$ cat src/rtl/leaf_uart_rx.sv
// 8N1 UART receiver with 16x oversampling, start-edge aligned tick generator,
// sticky framing/overrun flags and a small first-word-fall-through receive FIFO.
module leaf_uart_rx #(
    parameter int DATA_BITS  = 8,
    parameter int OVERSAMPLE = 16,
    parameter int DIV_WIDTH  = 16,
    parameter int FIFO_DEPTH = 4
) (
    input  logic                 clk,
    input  logic                 reset,
    input  logic                 rx,
    input  logic [DIV_WIDTH-1:0] baud_div,
    input  logic                 rd_en,
    output logic [DATA_BITS-1:0] rx_data,
    output logic                 rx_valid,
    output logic                 rx_full,
    output logic                 frame_err,
    output logic                 overrun_err,
    input  logic                 err_clr
);

    localparam int SW = $clog2(OVERSAMPLE);
    localparam int IW = (DATA_BITS > 1) ? $clog2(DATA_BITS) : 1;
    localparam int AW = $clog2(FIFO_DEPTH);

    localparam logic [SW-1:0] HALF_LAST = SW'(OVERSAMPLE / 2 - 1);
    localparam logic [SW-1:0] FULL_LAST = SW'(OVERSAMPLE - 1);
    localparam logic [IW-1:0] BIT_LAST  = IW'(DATA_BITS - 1);
    localparam logic [AW:0]   CNT_FULL  = (AW + 1)'(FIFO_DEPTH);

    typedef enum logic [1:0] {S_IDLE, S_START, S_DATA, S_STOP} state_t;

    state_t                 state_q, state_d;
    logic                   rx_s1_q, rx_s2_q, rx_dly_q;
    logic [DIV_WIDTH-1:0]   div_cnt_q, div_cnt_d;
    logic [SW-1:0]          smp_cnt_q, smp_cnt_d;
    logic [IW-1:0]          bit_idx_q, bit_idx_d;
    logic [DATA_BITS-1:0]   shift_q, shift_d;
    logic [AW-1:0]          wr_ptr_q, wr_ptr_d, rd_ptr_q, rd_ptr_d;
    logic [AW:0]            count_q, count_d;
    logic                   frame_err_q, frame_err_d;
    logic                   overrun_err_q, overrun_err_d;
    logic [DATA_BITS-1:0]   mem [FIFO_DEPTH];

    logic tick, fall, push_req, frame_set;
    logic pop, full, push_ok, ovr_set;

    assign tick = (div_cnt_q == baud_div);
    assign fall = rx_dly_q & ~rx_s2_q;

    always_comb begin
        state_d   = state_q;
        smp_cnt_d = smp_cnt_q;
        bit_idx_d = bit_idx_q;
        shift_d   = shift_q;
        div_cnt_d = tick ? '0 : div_cnt_q + DIV_WIDTH'(1);
        push_req  = 1'b0;
        frame_set = 1'b0;
        case (state_q)
            S_IDLE: begin
                // Restarting the divider here centres every later sample on its bit.
                if (fall) begin
                    state_d   = S_START;
                    smp_cnt_d = '0;
                    div_cnt_d = '0;
                end
            end
            S_START: begin
                if (tick) begin
                    if (smp_cnt_q == HALF_LAST) begin
                        smp_cnt_d = '0;
                        bit_idx_d = '0;
                        state_d   = rx_s2_q ? S_IDLE : S_DATA;
                    end else begin
                        smp_cnt_d = smp_cnt_q + SW'(1);
                    end
                end
            end
            S_DATA: begin
                if (tick) begin
                    if (smp_cnt_q == FULL_LAST) begin
                        smp_cnt_d = '0;
                        shift_d   = {rx_s2_q, shift_q[DATA_BITS-1:1]};
                        if (bit_idx_q == BIT_LAST) begin
                            state_d = S_STOP;
                        end else begin
                            bit_idx_d = bit_idx_q + IW'(1);
                        end
                    end else begin
                        smp_cnt_d = smp_cnt_q + SW'(1);
                    end
                end
            end
            S_STOP: begin
                if (tick) begin
                    if (smp_cnt_q == FULL_LAST) begin
                        smp_cnt_d = '0;
                        state_d   = S_IDLE;
                        push_req  = rx_s2_q;
                        frame_set = ~rx_s2_q;
                    end else begin
                        smp_cnt_d = smp_cnt_q + SW'(1);
                    end
                end
            end
            default: state_d = S_IDLE;
        endcase
    end

    // A push into a full FIFO still succeeds when the head leaves in the same cycle.
    always_comb begin
        pop           = rd_en & (count_q != '0);
        full          = (count_q == CNT_FULL);
        push_ok       = push_req & (~full | pop);
        ovr_set       = push_req & full & ~pop;
        wr_ptr_d      = push_ok ? wr_ptr_q + AW'(1) : wr_ptr_q;
        rd_ptr_d      = pop ? rd_ptr_q + AW'(1) : rd_ptr_q;
        count_d       = count_q;
        if (push_ok && !pop) begin
            count_d = count_q + (AW + 1)'(1);
        end else if (pop && !push_ok) begin
            count_d = count_q - (AW + 1)'(1);
        end
        frame_err_d   = frame_set | (frame_err_q & ~err_clr);
        overrun_err_d = ovr_set | (overrun_err_q & ~err_clr);
    end

    always_ff @(posedge clk or posedge reset) begin
        if (reset) begin
            rx_s1_q       <= 1'b1;
            rx_s2_q       <= 1'b1;
            rx_dly_q      <= 1'b1;
            state_q       <= S_IDLE;
            div_cnt_q     <= '0;
            smp_cnt_q     <= '0;
            bit_idx_q     <= '0;
            shift_q       <= '0;
            wr_ptr_q      <= '0;
            rd_ptr_q      <= '0;
            count_q       <= '0;
            frame_err_q   <= 1'b0;
            overrun_err_q <= 1'b0;
        end else begin
            rx_s1_q       <= rx;
            rx_s2_q       <= rx_s1_q;
            rx_dly_q      <= rx_s2_q;
            state_q       <= state_d;
            div_cnt_q     <= div_cnt_d;
            smp_cnt_q     <= smp_cnt_d;
            bit_idx_q     <= bit_idx_d;
            shift_q       <= shift_d;
            wr_ptr_q      <= wr_ptr_d;
            rd_ptr_q      <= rd_ptr_d;
            count_q       <= count_d;
            frame_err_q   <= frame_err_d;
            overrun_err_q <= overrun_err_d;
        end
    end

    always_ff @(posedge clk) begin
        if (push_ok) begin
            mem[wr_ptr_q] <= shift_q;
        end
    end

    assign rx_valid    = (count_q != '0);
    assign rx_full     = full;
    assign rx_data     = rx_valid ? mem[rd_ptr_q] : '0;
    assign frame_err   = frame_err_q;
    assign overrun_err = overrun_err_q;

endmodule

$ cat config.mk
export PLATFORM = sky130hd
export DESIGN_NAME = leaf_uart_rx
export DESIGN_NICKNAME = d
export VERILOG_FILES = /design/src/rtl/leaf_uart_rx.sv
export SDC_FILE = /design/constraint.sdc
export NUM_CORES = 1
export LEC_CHECK = 0
export CORE_MARGIN = 3
export CORE_UTILIZATION = 57
export CTS_CLUSTER_DIAMETER = 150
export DETAILED_ROUTE_END_ITERATION = 7
export GPL_ROUTABILITY_DRIVEN = 0
export MAX_ROUTING_LAYER = met4
export PLACE_DENSITY = 0.79
export SLEW_MARGIN = 20
export SYNTH_ARGS = -nofsm -noshare
export SYNTH_HDL_FRONTEND = slang
export SYNTH_SLANG_ARGS = --single-unit
export TNS_END_PERCENT = 100
$ cat constraint.sdc
create_clock -name clk -period 2.9 [get_ports clk]
set_input_delay 0.58 -clock clk [delete_from_list [all_inputs] [get_ports clk]]
set_output_delay 0.58 -clock clk [all_outputs]
set_load 0.03 [all_outputs]
==> flow_metrics.env, run 1 <==
export IMPL_io_buffer_count=32
export IMPL_grt_max_degree=26
export IMPL_fin_crit_sh_pct=96.17
export IMPL_power_total_mw=2.428
export IMPL_r2r_end="count_q[2]"
export IMPL_seq_area_mm2=0.002091
export IMPL_p_leak_nw=1.938
export IMPL_max_clock_freq_ghz=0.3586
export IMPL_ys_seq_elements=77
export IMPL_netlist_instances=280
export IMPL_drv_cap=0
export IMPL_final_util_pct=72.16
export IMPL_syn_area_mm2=0.003617
export IMPL_clock_skew_ns=0.01133
export IMPL_place_area_mm2=0.004125
export IMPL_rsz0062_at_grt="false"
export IMPL_pin_count=33
export IMPL_finalSetupViolations=0
export IMPL_drive_gt1_share_pct=17.47
export IMPL_fin_area_mm2=0.004348
export IMPL_globalRoute_totalOverflow=0
export IMPL_cp_end_kind="primary output"
export IMPL_synth_cell_type_count=41
export IMPL_num_rows=28
export IMPL_cts_buffers=9
export IMPL_worst_ep_required_time_ns=2.32
export IMPL_slowest_stage="clkdlybuf4s50_1"
export IMPL_worst_r2r_startpoint="div_cnt_q[9]"
export IMPL_diodes=0
export IMPL_tightestPinTransition_ns=0.9557
export IMPL_ir_worst_vdd_v=0.0003519
export IMPL_viasPerCell=5.418
export IMPL_grt_pass1_wl_um=10790
export IMPL_core_mm2=0.006026
export IMPL_startpoint_type="register"
export IMPL_die_h_um=85.66
export IMPL_tns_ns=0
export IMPL_area_growth_synth_to_final_pct=20.20
export IMPL_maxSlewViolCount=0
export IMPL_avgSynthCellArea_um2=12.92
export IMPL_drt_iter0_drc=102
export IMPL_max_stage_delay_ns=0.58
export IMPL_path_class="register to primary output"
export IMPL_ys_warn_count=0
export IMPL_fin_ws_ns=0.1110
export IMPL_clockBufferDepth=2
export IMPL_status="complete, no violations"
export IMPL_wl_per_cell_um=15.61
export IMPL_die_area_mm2=0.007338
export IMPL_insertion_delay_ns=0.35
export IMPL_layout_min_cycle_time_ns=2.789
export IMPL_hold_path_class="register to register"
export IMPL_cts_tree="done"
export IMPL_vias=2205
export IMPL_drc=0
export IMPL_path_cells="buf_4 > mux4_2 > and2_1 > clkdlybuf4s50_1"
export IMPL_multi_input_area_mm2=0.001451
export IMPL_cts_root_buf="clkbuf_8"
export IMPL_grt_pass1_vias=2196
export IMPL_start_util_pct=60.03
export IMPL_cp_arrival_ns=2.21
export IMPL_reg2reg_slack_ns=0.44
export IMPL_mostFrequentLayoutCell="dfrtp_1"
export IMPL_routed_wl_um=6352
export IMPL_final_cell_mix="42 x dfrtp_1, 32 x edfxtp_1, 27 x clkdlybuf4s50_1, 24 x xor2_1, 21 x nor2_1"
export IMPL_finalNetCount=358
export IMPL_cts_clk_slew_worst_paths_ns=0.07
export IMPL_pre_cts_ws_ns=-0.2076
export IMPL_whs_path_depth=0
export IMPL_fp_dieW_um=85.66
export IMPL_power_density_mw_per_mm2=558.4
export IMPL_ant_nets=0
export IMPL_reg2reg_depth=10
export IMPL_hold_viol=0
export IMPL_worstHoldEndpoint="rx_s2_q"
export IMPL_place_hpwl_um=4467
export IMPL_antenna_found_initial=0
export IMPL_syn_num_nets=311
export IMPL_htreeDepth=3
export IMPL_grt_util_all_layers_pct=20.10
export IMPL_worstHoldStart="rx_s1_q"
export IMPL_synth_seq_area_share_pct=57.80
export IMPL_path_max_fanout=8
export IMPL_max_slew_margin_pct=35.89
export IMPL_hold_buffers=0
export IMPL_clock_sinks=77
export IMPL_first_pass_iters=5
export IMPL_fillCellCount=420
-- cell families after synthesis --
| kind of cell | share of synthesized area (%) |
|---|---|
| buffers and inverters | 2.594 |
| multiplexers | 9.236 |
| XOR/XNOR | 8.717 |
| AO/OA/AOI/OAI | 3.840 |
| adder cells (fa/ha/maj) | 3.667 |
| AND/OR/NAND/NOR | 14.15 |
| flip-flops | 57.80 |
-- layer usage --
layer  part of all wire (%)  global-route usage, %  wire, um
met5                      0                      -         0
met1                     43                  25.75      2751
met3                    4.3                  4.707       276
met2                     51                  30.79      3219
met4                    1.7                  8.921       105
-- cell usage after synthesis --
cell type / number / area share [%]
nand3_1: 12 / 1.7
dfstp_2: 3 / 2.2
nand2_1: 14 / 1.5
nor2b_1: 2 / 0.35
and4_1: 2 / 0.48
or4_1: 3 / 0.62
o221ai_1: 3 / 0.73
a32o_1: 1 / 0.28
nand2b_1: 2 / 0.35
or2_2: 4 / 0.69
o21ai_0: 4 / 0.55
edfxtp_1: 32 / 27
nor2_1: 21 / 2.2
o32ai_1: 1 / 0.24
and2_1: 16 / 2.8
xor2_1: 24 / 5.8
a21oi_1: 1 / 0.14
fa_1: 1 / 0.55
a31oi_1: 2 / 0.35
mux2_4: 8 / 3.3
o22ai_1: 1 / 0.17
o31ai_1: 1 / 0.21
nor4_1: 4 / 0.69
inv_1: 14 / 1.5
buf_6: 1 / 0.31
nor3b_1: 3 / 0.62
dfrtp_1: 42 / 29
nor3_2: 1 / 0.28
clkbuf_1: 8 / 0.83
mux2_2: 3 / 0.93
nand4_1: 3 / 0.52
and3_1: 5 / 0.86
or3_1: 2 / 0.35
mux4_2: 8 / 5.0
xnor2_1: 12 / 2.9
nor3_1: 2 / 0.28
ha_1: 9 / 3.1
a31o_2: 1 / 0.24
o211ai_1: 2 / 0.41
o22a_1: 1 / 0.24
o211a_1: 1 / 0.28
-- per-stage QoR --
| step | cells | hold WS [ns] |
|---|---|---|
| after floorplan | 280 | 0.3452 |
| after global placement | 391 | 0.3494 |
| after detailed placement | 391 | 0.3481 |
| after CTS | 407 | 0.3588 |
| after global routing | 407 | 0.3674 |
| final | 407 | 0.3587 |
-- worst max-delay path by stage --
stage	startpoint	endpoint	slack, ns	cells past startpoint
after floorplan	count_q[0]	count_q[1]	0.28	7
after global placement	baud_div[15]	count_q[2]	-0.17	11
after detailed placement	baud_div[15]	count_q[2]	-0.21	11
after CTS	rd_ptr_q[0]	rx_data[6]	0.07	4
after global routing	rd_ptr_q[0]	rx_data[3]	0.007	4
final	rd_ptr_q[0]	rx_data[3]	0.11	4
-- critical path: cells and delay by family (launching register included) --
family	cells	cell delay, ns
buffers and inverters	2	0.81
DFF	1	0.39
muxes	1	0.51
and+or+nand+nor	1	0.16
-- state kept, by name (all words and copies together) (netlist names), 2 cells and up, named ones only --
signal and count:
mem 32, div_cnt_q 16, shift_q 8, smp_cnt_q 4, bit_idx_q 3, count_q 3
rd_ptr_q 2, wr_ptr_q 2
-- what timing repair did --
| action | 4_1_cts | 5_1_grt |
|---|---|---|
| resized for setup | 0 | 8 |
| setup endpoints to repair | 0 | 6 |
| setup buffers | 0 | 0 |
-- final cells by class --
type                            instances  share of cell area, %
Clock inverter                          6                  1.468
Multi-Input combinational cell        180                  33.38
Sequential cell                        77                  48.09
Clock buffer                           10                  2.935
Timing Repair Buffer                   45                  10.76
Tap cell                               75                  2.158
Inverter                               14                  1.209
-- report_power, final --
part / total, mW / switching [mW] / internal, mW
combinational: 0.356 / 0.164 / 0.192
sequential: 1.30 / 0.102 / 1.19
clock: 0.776 / 0.380 / 0.396
No activity file was read; power rests on OpenSTA's default activity.
==> run 2: changes to the inputs <==
Settings changed: CELL_PAD_IN_SITES_DETAIL_PLACEMENT set to 1, CELL_PAD_IN_SITES_GLOBAL_PLACEMENT set to 1, CORE_UTILIZATION 57 to 47, PLACE_DENSITY 0.79 to not set, PLACE_DENSITY_LB_ADDON set to 0.1.
==> run 2 against run 1 <==
  * Critical path depth is the same
  * Maximum frequency grew 0.28%
  * Utilization shrank 12 points
  * Final cell count grew 6.1%
  * Register-to-register slack lost 0.10 ns
  * Clock skew grew 0.0054 ns
  * Global-route usage shrank 2.1 points
  * First-iteration DRC count shrank 64%
  * Power grew 2.0%
==> flow_metrics.env, run 2 (synthesized netlist as in run 1, its figures left out) <==
export IMPL_status="complete, no violations"
export IMPL_core_mm2=0.007370
export IMPL_cts_tree="done"
export IMPL_antenna_found_initial=0
export IMPL_area_growth_synth_to_final_pct=21.58
export IMPL_top_regs="mem x32, div_cnt_q x16, shift_q x8"
export IMPL_p_clk_share_pct=32.9
export IMPL_viasPerCell=5.222
export IMPL_clock_skew_ns=0.01677
export IMPL_grt_util_all_layers_pct=18.04
export IMPL_place_hpwl_um=5216
export IMPL_worstHoldEndpoint="rx_s2_q"
export IMPL_numPlacedInstances=415
export IMPL_path_max_fanout=10
export IMPL_holdWs_ns=0.3590
export IMPL_ant_nets=0
export IMPL_path_class="register to primary output"
export IMPL_largest_reg_flops=32
export IMPL_max_slew_margin_pct=60.96
export IMPL_fin_crit_sh_pct=95.90
export IMPL_multi_input_area_mm2=0.001456
export IMPL_rsz0062_at_grt="false"
export IMPL_layout_min_cycle_time_ns=2.781
export IMPL_worst_r2r_startpoint="div_cnt_q[11]"
export IMPL_grt_max_degree=46
export IMPL_path_cells="buf_4 > mux4_2 > and2_1 > clkdlybuf4s50_1"
export IMPL_fin_cells=432
export IMPL_die_area_mm2=0.008785
export IMPL_globalRoute_totalOverflow=0
export IMPL_p_int_mw=1.794
export IMPL_p_leak_nw=1.861
export IMPL_pin_count=33
export IMPL_io_buffer_count=32
export IMPL_drv_cap=0
export IMPL_startpoint_type="register"
export IMPL_drt_iter0_drc=37
export IMPL_power_density_mw_per_mm2=563.2
export IMPL_fillCellCount=729
export IMPL_clock_sinks=77
export IMPL_wl_per_cell_um=16.27
export IMPL_cts_clk_slew_worst_paths_ns=0.09
export IMPL_cp_end_kind="primary output"
export IMPL_final_util_pct=59.68
export IMPL_pwr_share_seq_pct=52.2
export IMPL_p_comb_share_pct=14.9
export IMPL_die_h_um=93.73
export IMPL_mostFrequentLayoutCell="dfrtp_1"
export IMPL_swShare_pct=27.58
export IMPL_worst_ep_required_time_ns=2.32
export IMPL_cp_num_buf_inv=2
export IMPL_pre_cts_ws_ns=-0.4324
export IMPL_ir_worst_vdd_v=0.0002408
export IMPL_start_util_pct=49.08
export IMPL_cts_root_buf="clkbuf_8"
export IMPL_htreeDepth=3
export IMPL_grt_pass1_wl_um=11900
export IMPL_cp_arrival_ns=2.20
export IMPL_num_rows=31
export IMPL_r2r_end="shift_q[0]"
export IMPL_finalSetupViolations=0
export IMPL_hold_path_class="register to register"
export IMPL_finalNetCount=359
export IMPL_drive_gt1_share_pct=18.92
export IMPL_tightestPinTransition_ns=0.5856
export IMPL_insertion_delay_ns=0.35
export IMPL_max_stage_delay_ns=0.59
export IMPL_routed_wl_um=7029
export IMPL_maxSlewViolCount=0
export IMPL_cpLargestDelayFamily="buffers and inverters"
export IMPL_clockBufferDepth=2
export IMPL_worstHoldStart="rx_s1_q"
export IMPL_reg2reg_slack_ns=0.34
export IMPL_hold_viol=0
export IMPL_slowest_stage="clkdlybuf4s50_1"
export IMPL_fin_ws_ns=0.1190
export IMPL_cts_buffers=9
export IMPL_first_pass_iters=4
export IMPL_reg2reg_depth=7
export IMPL_tns_ns=0
export IMPL_whs_path_depth=0
export IMPL_max_clock_freq_ghz=0.3596
export IMPL_grt_pass1_vias=2397
export IMPL_top_register="mem"
export IMPL_diodes=0
export IMPL_fp_dieW_um=93.73
export IMPL_drc=0
export IMPL_final_cell_mix="42 x dfrtp_1, 32 x clkdlybuf4s50_1, 32 x edfxtp_1, 24 x xor2_1, 21 x nor2_1"
export IMPL_p_switching_mw=0.6830
export IMPL_vias=2256
export IMPL_seq_area_mm2=0.002091
==> run 2: per-stage QoR <==
| step | cell area (um^2) | total power, mW |
|---|---|---|
| after floorplan | 3617 | 1.549 |
| after global placement | 4168 | 1.660 |
| after detailed placement | 4168 | 1.688 |
| after CTS | 4379 | 2.512 |
| after global routing | 4398 | 2.603 |
| final | 4398 | 2.477 |
==> run 2: area by class of cell <==
| class | count | area share (%) |
|---|---|---|
| timing repair buffer | 46 | 10.81 |
| clock inverter | 6 | 1.622 |
| sequential | 77 | 47.54 |
| clock buffer | 10 | 2.902 |
| tap | 99 | 2.817 |
| multi-input combinational | 180 | 33.12 |
| inverter | 14 | 1.195 |
==> run 2: power groups by stage <==
stage,sequential (mW),combinational [mW],clock (mW)
detailed placement,1.32,0.372,0
finish,1.29,0.370,0.815
global placement,1.31,0.350,0
CTS,1.29,0.376,0.843
global route,1.31,0.410,0.888
floorplan,1.27,0.280,0
==> run 2: how the worst max path moves through the flow <==
| stage | start | endpoint | cells past startpoint |
|---|---|---|---|
| after floorplan | count_q[0] | count_q[1] | 7 |
| after global placement | baud_div[12] | count_q[2] | 11 |
| after detailed placement | baud_div[12] | count_q[2] | 11 |
| after CTS | baud_div[12] | count_q[2] | 11 |
| after global routing | rd_ptr_q[0] | rx_data[0] | 4 |
| final | rd_ptr_q[0] | rx_data[0] | 4 |
==> run 2: repair_timing <==
| item | in CTS | in global routing |
|---|---|---|
| pin swaps | 0 | 6 |
| buffers inserted | 0 | 1 |
| setup endpoints to repair | 1 | 7 |
| hold buffers | 0 | 0 |
| gates resized for setup | 2 | 3 |
==> run 2: routing by layer <==
metal	global-route usage, %	share of wire, %
met1	24.23	47
met2	27.79	50
met3	3.205	2.5
met4	6.498	1.2
met5	-	0
==> run 3: changes to the inputs <==
Settings changed: SKIP_LAST_GASP set to 1.
==> results of run 3 <==
The final DEF is identical to that of run 2; final timing and power are the same.
==> RTL change (config.mk and constraints of run 3) <==
Put one more register stage on the output `overrun_err`. The value now appears one clock later. The other outputs are not delayed to match.
--- a/src/rtl/leaf_uart_rx.sv
+++ b/src/rtl/leaf_uart_rx.sv
@@ -169,3 +169,5 @@
     assign frame_err   = frame_err_q;
-    assign overrun_err = overrun_err_q;
+    always_ff @(posedge clk) begin
+        overrun_err <= overrun_err_q;
+    end
 
Check against the original RTL: same outputs for any inputs over 10 cycles, from zero or initial values and one cycle with reset high; that may be too few to reach the edited logic, so the function may still have changed.
==> RTL change against run 3 <==
  * Utilization rose by 0.53 points
  * First-iteration DRC count fell by 30%
  * Setup slack improved by 0.020 ns
  * Critical path depth did not move
  * Highest routed layer unchanged
  * Area after synthesis rose by 0.55%
  * Largest power group unchanged
  * Final area rose by 0.88%
  * Clock power rose by 9.8%
  * Wire length fell by 0.64%
  * Largest cell class unchanged
  * Power rose by 3.4%
  * Register-to-register slack got worse by 0.05 ns
  * Sequential cell count rose by 1
==> RTL change: results (changes against run 3) <==
| Metric | Value |
|---|---|
| Hold slack | 0.360 ns (was 0.359 ns) |
| Clock skew | 0.0118 ns (was 0.0168 ns) |
| Leakage | 1.87 nW (was 1.86 nW) |
| Area added between synthesis and finish | 22.0% (was 21.6%) |
| Synth cell types | 42 (was 41) |
| Number of antenna diodes | 0 (unchanged) |
| Fraction of layout cells with a size suffix above 1 | 0.172 (was 0.189) |
| Worst-Margin Slew | 0.850 ns (was 0.586 ns) |
| Sw frac | 0.261 (was 0.276) |
| Clk root buf | clkbuf_8 (unchanged) |
| Met3 routed WL | 181 µm (was 177 µm) |
| Post-synth EDFFs | 32 (unchanged) |
| Top Layer Used | met4 (unchanged) |
| Worst r2r src | smp_cnt_q[0] (was div_cnt_q[11]) |
| Met3 Track Usage GR | 0.0385 (was 0.0321) |
| Routed vias/inst | 5.19 (was 5.22) |
| Syn Inst Count | 281 (was 280) |
| Met2 wire length | 3470 µm (was 3490 µm) |
| Worst Hold Launch | rx_s1_q (unchanged) |
| Largest net degree at the start of global routing | 25 (was 46) |
| Worst Path Arrival | 2.18 ns (was 2.20 ns) |
| First-pass GRT wire length | 11700 µm (was 11900 µm) |
| Fillers | 735 (was 729) |
| Worst min path class | register to register (unchanged) |
| Place WS | -0.473 ns (was -0.432 ns) |
| Antenna violations before repair | 0 (unchanged) |
| Grt met2 use | 0.289 (was 0.278) |
| Period utilization | 0.952 (was 0.959) |
| Asr flop ratio synth | 0.577 (was 0.584) |
| WL/cell | 16.2 µm (was 16.3 µm) |
| ANT nets after route | 0 (unchanged) |
| DP HPWL | 5110 µm (was 5220 µm) |
| Largest regs | mem: 32 flops, div_cnt_q: 16 flops, shift_q: 8 flops (unchanged) |
| Nets | 358 (was 359) |
| Vias in the first global route | 2380 (was 2397) |
| Crit Path Max Fanout | 10 (unchanged) |
| GRT Util Overall | 0.179 (was 0.180) |
| Ranking of synthesized cells by area | dfrtp_1, edfxtp_1, xor2_1 (unchanged) |
| Cell Count Post-Placement | 415 (unchanged) |
| Iter 0 DRT Violations | 26 (was 37) |
| Reg2Reg Setup Slack | 0.29 ns (was 0.34 ns) |
| Main synth FF type | dfrtp_1 (unchanged) |
| Worst-path clk slew | approximately 0.08 ns |
| Crit end category | primary output (unchanged) |
| Met1 Use GR | 0.229 (was 0.242) |
| Post-DP Area | 4190 µm² (was 4170 µm²) |
| Synth warn | 0 (unchanged) |
| CTS H-Tree Depth | 3 (unchanged) |
| Run status | completed (unchanged) |
| Total number of vias | 2235 (was 2256) |
| Port Buffers | 32 (unchanged) |
| Register area share after synthesis | 0.580 (was 0.578) |
| Syn_nets | 312 (was 311) |
| Peak VDD IR | 0.000314 V (was 0.000241 V) |
| Post-synth top cells | dfrtp_1, edfxtp_1, xor2_1, nor2_1, and2_1 (unchanged) |
| DRT met1 WL | 3240 µm (was 3270 µm) |
## RTL change: worst paths after layout
kind,endpoint,depth (start not counted)
worst min register to register,rx_s2_q,0
worst max register to register,count_q[2],11
worst max-delay path,rx_data[3],4
worst min-delay path,rx_s2_q,0
min in group asynchronous,div_cnt_q[2],2
max in group asynchronous,rx_s2_q,3
## RTL change: cells by family (layout without fill, tap and decap cells)
family                     Yosys count  in the layout  synth area share
AOI/OAI and AO/OA                   19             19            0.0382
xor gates and xnor gates            36             36            0.0867
adders and majority gates           10             10            0.0365
and+or+nand+nor                     96             96             0.141
DFF                                 78             78             0.580
buffers and inverters               23             74            0.0258
muxes                               19             19            0.0918
## RTL change: worst max-delay path, stage by stage, from the launching register on
cell	delay, ns
dfrtp_1	0.33
buf_4	0.21
mux4_2	0.52
and2_1	0.18
clkdlybuf4s50_1	0.59
## RTL change: power groups by stage
stage / Combinational, mW / Sequential, mW / Clock (mW)
after floorplan: 0.280 / 1.28 / 0
after global placement: 0.353 / 1.33 / 0
after detailed placement: 0.368 / 1.33 / 0
after CTS: 0.370 / 1.30 / 0.921
after global routing: 0.406 / 1.32 / 0.966
final: 0.363 / 1.30 / 0.895
## RTL change: repair_timing
item / in CTS / in global routing
endpoints found under the hold margin: 0 / 0
endpoints found under the setup margin: 2 / 2
pin swaps: 0 / 3
buffers inserted: 0 / 1
gates cloned: 0 / 0
resized for setup: 1 / 3
## RTL change: layout make-up
cell class / instances / share of cell area
clock buffers: 10 / 0.0288
clock inverters: 6 / 0.0212
inverters: 14 / 0.0118
multi-input cells: 180 / 0.327
flip-flops and latches: 78 / 0.476
well taps: 99 / 0.0279
repair buffers: 44 / 0.107
